`config.mk`:
```
export PLATFORM = sky130hd
export DESIGN_NAME = foo_intf_rr_arbiter
export DESIGN_NICKNAME = d
export VERILOG_FILES = /design/src/rtl/foo_intf_rr_arbiter.sv
export SDC_FILE = /design/constraint.sdc
export NUM_CORES = 1
export LEC_CHECK = 0
export CAP_MARGIN = 0
export CORE_MARGIN = 1
export CORE_UTILIZATION = 45
export CTS_BUF_LIST = sky130_fd_sc_hd__clkbuf_8
export DETAILED_ROUTE_END_ITERATION = 12
export PLACE_DENSITY = 0.85
export SYNTH_ARGS = -nofsm -noshare
export SYNTH_HDL_FRONTEND = slang
export SYNTH_SLANG_ARGS = --single-unit
```
`constraint.sdc`:
```
create_clock -name clk -period 3.01 [get_ports clk]
set_input_delay 0.903 -clock clk [delete_from_list [all_inputs] [get_ports clk]]
set_output_delay 0.903 -clock clk [all_outputs]
set_load 0.05 [all_outputs]
```
`src/rtl/foo_intf_rr_arbiter.sv`:
```
// foo_intf_rr_arbiter: round-robin arbiter for an array of foo_intf requesters
// that share one single-bit resource line.
//
// A one-hot grant is issued one cycle after a request is seen in IDLE. The
// search starts at a rotating priority pointer. The grant is held until
// done[gnt_idx] or MAX_HOLD cycles elapse. The line value of the granted
// element is forwarded on a_out.
//
// Optional feature: define FOO_ARB_LOCK_EN to add a `lock` input. While it is
// high in GRANT, expiry is suppressed, so only done can end the grant.
//
// Ports:
//   clk      rising-edge clock
//   rst      asynchronous active-high reset
//   req      [N-1:0]  request vector, bit i from foos[i]
//   done     [N-1:0]  release strobe, only bit gnt_idx honoured while granted
//   a_in     [N-1:0]  per-element `a` values
//   gnt      [N-1:0]  one-hot grant or zero
//   gnt_idx  [IW-1:0] index of current or last grant
//   busy     high while in GRANT
//   a_out    a_in[gnt_idx] while busy, else 0
//   timeout  one-cycle pulse when a grant ends by MAX_HOLD expiry
//   lock     (FOO_ARB_LOCK_EN only) suppress expiry while granted
module foo_intf_rr_arbiter #(
    parameter int unsigned N        = 8,
    parameter int unsigned MAX_HOLD = 4,
    parameter int unsigned IW       = $clog2(N)
) (
    input  logic          clk,
    input  logic          rst,
    input  logic [N-1:0]  req,
    input  logic [N-1:0]  done,
    input  logic [N-1:0]  a_in,
    output logic [N-1:0]  gnt,
    output logic [IW-1:0] gnt_idx,
    output logic          busy,
    output logic          a_out,
    output logic          timeout
`ifdef FOO_ARB_LOCK_EN
    ,
    input  logic          lock
`endif
);

    localparam int unsigned CW = (MAX_HOLD > 1) ? $clog2(MAX_HOLD) : 1;
    localparam int unsigned SW = IW + 1;
    localparam logic [CW-1:0] CNT_MAX = CW'(MAX_HOLD - 1);

    typedef enum logic {IDLE, GRANT} state_t;

    state_t        state_q, state_d;
    logic [IW-1:0] ptr_q, ptr_d;
    logic [CW-1:0] cnt_q, cnt_d;
    logic [N-1:0]  gnt_d;
    logic [IW-1:0] idx_d;
    logic          to_d;

    logic          found;
    logic [IW-1:0] sel;
    logic [SW-1:0] sum;
    logic          lock_on;
    logic          done_sel;
    logic          expire;

`ifdef FOO_ARB_LOCK_EN
    assign lock_on = lock;
`else
    assign lock_on = 1'b0;
`endif

    assign busy     = (state_q == GRANT);
    assign a_out    = busy & a_in[gnt_idx];
    assign done_sel = done[gnt_idx];
    assign expire   = !lock_on && (cnt_q == CNT_MAX);

    // Rotating scan: first set request at ptr, ptr+1, ... modulo N
    always_comb begin
        found = 1'b0;
        sel   = '0;
        sum   = '0;
        for (int unsigned k = 0; k < N; k++) begin
            sum = {1'b0, ptr_q} + SW'(k);
            if (sum >= SW'(N)) begin
                sum = sum - SW'(N);
            end
            if (!found && req[sum[IW-1:0]]) begin
                found = 1'b1;
                sel   = sum[IW-1:0];
            end
        end
    end

    // Next-state and registered-output logic
    always_comb begin
        state_d = state_q;
        ptr_d   = ptr_q;
        cnt_d   = cnt_q;
        gnt_d   = gnt;
        idx_d   = gnt_idx;
        to_d    = 1'b0;
        case (state_q)
            IDLE: begin
                if (found) begin
                    state_d = GRANT;
                    gnt_d   = N'(1) << sel;
                    idx_d   = sel;
                    cnt_d   = '0;
                end
            end
            GRANT: begin
                if (done_sel || expire) begin
                    state_d = IDLE;
                    gnt_d   = '0;
                    to_d    = !done_sel;
                    // Wrap explicitly so a non-power-of-two N never leaves ptr out of range
                    ptr_d   = (gnt_idx == IW'(N - 1)) ? '0 : gnt_idx + IW'(1);
                end else if (!lock_on && (cnt_q != CNT_MAX)) begin
                    cnt_d = cnt_q + CW'(1);
                end
            end
            default: state_d = IDLE;
        endcase
    end

    // State and output registers
    always_ff @(posedge clk or posedge rst) begin
        if (rst) begin
            state_q <= IDLE;
            ptr_q   <= '0;
            cnt_q   <= '0;
            gnt     <= '0;
            gnt_idx <= '0;
            timeout <= 1'b0;
        end else begin
            state_q <= state_d;
            ptr_q   <= ptr_d;
            cnt_q   <= cnt_d;
            gnt     <= gnt_d;
            gnt_idx <= idx_d;
            timeout <= to_d;
        end
    end

endmodule

```
== Word-level counts from Yosys, hierarchy flattened ==
Index checks and enable logic that the tools add are counted.
Widths: inputs -> output; s select.

* Register bits after elaboration: 18
* Input bits: 26
* Output and inout port bits: 14
* Logic and storage cells: 127

* Add/subtract/negate cells: 17
* $lt $le $gt $ge: 17
* Equal/unequal tests: 7
* Shift-type cells: 1
* Multiplexer cells: 57
* Bitwise logic cells: 2
* Reduce and logical (&&, ||, !) cells: 20

{| class="wikitable"
|+ Operators by type and width
! kind !! number
|-
| $mux 3 || 17
|-
| $lt 3x4->1 const B || 9
|-
| $bmux 1 s3 || 10
|-
| $ge 4x4->1 const B || 7
|-
| $sub 3x1->3 const B || 8
|-
| $mux 1 || 22
|-
| $add 3x3->4 const B || 4
|-
| $mux 8 || 2
|-
| $pmux 8 s2 || 1
|-
| $add 3x2->4 const B || 2
|-
| $logic_not 1->1 || 8
|-
| $shl 1x3->8 const A || 1
|-
| $logic_and 1x1->1 || 7
|-
| $mux 2 || 3
|-
| $ne 2x2->1 const B || 3
|-
| $reduce_and 2->1 || 3
|-
| $add 3x1->4 const B || 1
|-
| $ge 3x4->1 const B || 1
|-
| $ne 2x1->1 const B || 2
|-
| $pmux 2 s2 || 1
|-
| $add 3x1->3 const B || 1
|-
| $eq 3x3->1 const B || 1
|-
| $reduce_and 3->1 || 1
|-
| $add 2x1->2 const B || 1
|-
| 5 further kinds || 5
|}

== Longest topological paths before layout ==
* Depth in word-level cells: 29
* Mapped depth: 11
* Mapped depth without buffers: 10

== Worst setup path before layout ==
OpenSTA, ideal clock, no wires.

* Path type: reg2out
* From: register gnt_idx[0]
* To: output a_out
* Arrival: 2.021 ns
* Data required time: 2.107 ns
* Setup slack: 0.086 ns
* Stages on the path, launching flop included: 5
* Path buffers: 1
* Cell sequence: dfrtp_1 clkbuf_1 mux4_2 mux2i_1 nor2b_1

* Word-level cells in the longest chain between the ends: 3

{| class="wikitable"
|+ Ends and longest elaborated chain
! item !! RTL line !! source
|-
| from (decl) || 35 || <nowiki>output logic [IW-1:0] gnt_idx,</nowiki>
|-
| from (signal assigned) || 139 || <nowiki>gnt_idx <= idx_d;</nowiki>
|-
| $bmux 1 s3 || 72 || <nowiki>assign a_out = busy & a_in[gnt_idx];</nowiki>
|-
| $mux 1 (not written as such) || 72 ||
|-
| $and 1x1->1 || 72 ||
|-
| to (decl) || 37 || <nowiki>output logic a_out,</nowiki>
|}

No other way between the ends. The select of a mux whose other input is x is not followed.

== Worst setup path in the final report ==
* From: input req[2]
* To: register gnt[5]

* Word-level cells in the longest chain between the ends: 27
* Elaborated cells between the ends (all ways): 51
* Those cells by class: 1 x eq/ne; 1 x shift; 34 x mux; 15 x reduce/logical

{| class="wikitable"
|+ Ends and longest elaborated chain
! item !! RTL line !! source
|-
| from (decl) || 31 || <nowiki>input logic [N-1:0] req,</nowiki>
|-
| $bmux 1 s3 || 86 || <nowiki>if (!found && req[sum[IW-1:0]]) begin</nowiki>
|-
| $mux 1 (not written as such) || 86 ||
|-
| $mux 1 || 86 ||
|-
| $logic_not 1->1 || 86 ||
|-
| $logic_and 1x1->1 || 86 ||
|-
| $mux 1 || 86 ||
|-
| $logic_not 1->1 || 86 ||
|-
| $logic_and 1x1->1 || 86 ||
|-
| [11 not listed] || n/a ||
|-
| $logic_and 1x1->1 || 86 ||
|-
| $mux 1 || 86 ||
|-
| $logic_not 1->1 || 86 ||
|-
| $logic_and 1x1->1 || 86 ||
|-
| $mux 3 || 86 ||
|-
| $shl 1x3->8 || 105 || <nowiki>gnt_d = N'(1) << sel;</nowiki>
|-
| $mux 8 || 103 || <nowiki>if (found) begin</nowiki>
|-
| $pmux 8 s2 || 101 || <nowiki>case (state_q)</nowiki>
|-
| to (signal assigned) || 138 || <nowiki>gnt <= gnt_d;</nowiki>
|-
| to (decl) || 34 || <nowiki>output logic [N-1:0] gnt,</nowiki>
|}

Parallel ways exist; a longest one is shown, timed or not. The select of a mux whose other input is x is not followed.
A chain may end at the register's enable or synchronous reset.

==> results.yml <==
outcome:
  status: "finished with violations"
  violations: "negative setup slack"
clock_tree:
  cts_made_buffers: 3
  root_buffer: "clkbuf_8"
  path_clk_slew_ns: 0.07
  cts_max_level: 1
  cts_tree: "yes"
  ctsLongestPathBuffers: 2
  hold_buffers: 0
  clock_sinks: 18
  worstSkewPairLatency_ns: 0.26
sta:
  setup_viol: 1
  min_period_ns: 3.012
  tightest_slew_ns: 0.6660
  hold_viol: 0
  relSlewSlack_pct: 55.55
  fin_skew_ns: 0.004187
  fin_ws_ns: -0.001891
  max_freq_ghz: 0.3320
  timing.final.crit_share_pct: 100.1
  slew_violations: 0
  tns_ns: -0.001891
die:
  die_h_um: 66.58
  core_area_mm2: 0.004000
  start_util_pct: 46.92
  die_w_um: 66.58
  ios: 40
  num_rows: 23
  fp.dieArea_mm2: 0.004433
route:
  drt_iter0_markers: 114
  first_pass_iters: 4
  drt-total-wl_um: 6277
  drcViolationCount: 0
  num_vias: 2003
  wire_per_inst_um: 20.25
  postRouteAntennaNets: 0
  viasPerCell: 6.461
global_routing:
  antenna_found_initial: 0
  grt_max_degree: 32
  grt_usage_pct: 26.39
  grt_pass1_vias: 1886
  grt.overflow.total: 0
  grt_pass1_wl_um: 8797
placed_design:
  pre_cts_ws_ns: -0.6078
  hpwl_um: 4300
  dp.cells: 301
  io_buffers: 39
  gp_congestion: 0.9743
finish:
  layout_common_cells: "buf_4, clkdlybuf4s50_1, dfrtp_1"
  finalNonFillerCells: 310
  drive_gt1_share_pct: 39.62
  final_common_cell: "buf_4"
  layout-area-overhead-vs-synth_pct: 49.27
  nets: 292
  antenna_cells: 0
  utilization_pct: 70.03
logic_synthesis:
  synth_warnings: 0
  synth_area_per_cell_um2: 10.14
  synthArstFlopShare_pct: 100.0
  yosysSeqAreaShare_pct: 24.00
  synth_edf_count: 0
  synth_cells: 185
  syn_nets: 216
  synth_cell_type_count: 55
  syn_area_mm2: 0.001877
  synth_flop_cell: "dfrtp_1"
  synth_seq_cells: 18
setup_path:
  critical_path_class: "input pin to register"
  ff2ff_setup_slack_ns: 0.09
  crit_fanout: 6
  arrival_ns: 3.20
  reg2reg_from: "ptr_q[0]$_DFFE_PP0P_"
  crit_path_end_kind: "register"
  worstPathRequired_ns: 3.20
  start_kind: "input pin"
  timing.rr.end: "gnt[5]$_DFFE_PP0P_"
  rr_worst_depth: 13
worst_hold_path:
  hold_end: "gnt[6]$_DFFE_PP0P_"
  holdPathStages: 1
  hold_class: "register to register"
  hold_start: "gnt[6]$_DFFE_PP0P_"
flow_run:
  maxCapViolCount: 0
[how the worst max path moves through the flow]
stage / end / cells past startpoint / slack (ns) / startpoint
2_1_floorplan: a_out / 4 / 0.09 / gnt_idx[0]$_DFFE_PP0P_
3_3_place_gp: gnt[1]$_DFFE_PP0P_ / 10 / -0.48 / req[6]
3_5_place_dp: gnt[4]$_DFFE_PP0P_ / 10 / -0.61 / req[0]
4_1_cts: gnt[5]$_DFFE_PP0P_ / 10 / 0.003 / req[3]
5_1_grt: gnt[5]$_DFFE_PP0P_ / 10 / -0.07 / req[2]
6_report: gnt[5]$_DFFE_PP0P_ / 10 / -0.002 / req[2]
[repair_timing]
action / 4_1_cts / 5_1_grt
pin swaps: 1 / 11
buffers inserted: 1 / 3
setup endpoints to repair: 15 / 12
resized for setup: 26 / 40
gates cloned: 0 / 1
endpoints found under the hold margin: 0 / 0
[through the flow]
step	area, um^2	hold WS (ns)
6_report	2801	0.4977
5_1_grt	2801	0.5172
4_1_cts	2635	0.5009
3_5_place_dp	2567	0.4824
3_3_place_gp	2567	0.4798
2_1_floorplan	1877	0.4660
[layout make-up]
type / instances / area, um^2
clock buffers: 4 / 55.05
fillers: 266 / 1199
inverters: 8 / 30.03
multi-input cells: 149 / 1478
flip-flops and latches: 18 / 451.7
well taps: 50 / 62.56
repair buffers: 81 / 724.4
[cell families after synthesis]
kind of cell | count (synthesis) | share of synthesized area [%]
and+or+nand+nor | 53 | 15.40
AOI/OAI and AO/OA | 48 | 19.47
muxes | 40 | 31.47
buffers and inverters | 18 | 4.933
DFF | 18 | 24.00
adders and majority gates | 5 | 3.333
xor gates and xnor gates | 3 | 1.400
[synth_stat cells, drive strengths merged, types with 4 or more instances]
cell type	number	area, um^2
nor2	11	41.29
ha	5	62.56
nand2	10	37.54
dfrtp	18	450.4
mux4	12	277.8
mux2	13	146.4
o211ai	4	30.03
nor2b	4	25.02
inv	7	26.28
a221oi	4	35.03
and3	4	26.28
o21ai	8	40.04
buf	8	55.05
nand3	9	45.04
o2bb2ai	4	35.03
a22o	4	35.03
mux2i	15	166.4
nand2b	4	25.02
[per-layer routing]
| metal | wire (um) | part of all wire (%) | vias to the layer above | GRT usage (%) |
|---|---|---|---|---|
| met5 | 0 | 0 | - | 0 |
| met4 | 392 | 6.2 | 0 | 12.50 |
| met3 | 404 | 6.4 | 43 | 3.596 |
| met2 | 3185 | 51 | 115 | 46.72 |
| met1 | 2294 | 37 | 966 | 31.02 |
| li1 | - | - | 879 | - |
[worst max-delay path, stage by stage]
cell and delay [ns]:
dlygate4sd2_1 0.30, mux4_2 0.51, buf_4 0.16, a221oi_1 0.26
a31oi_1 0.13, o22ai_1 0.23, a22oi_2 0.12, buf_4 0.16
a211o_1 0.30, o2bb2ai_2 0.13
[flip-flops by register name, summed over array words and instances, names as in the netlist]
register	flops
cnt_q	2
busy	1
gnt_idx	3
gnt	8
ptr_q	3
timeout	1
Power is left out: the tool's default activity adds up to more than one toggle a clock period on the data nets, which glitch-free logic cannot reach.
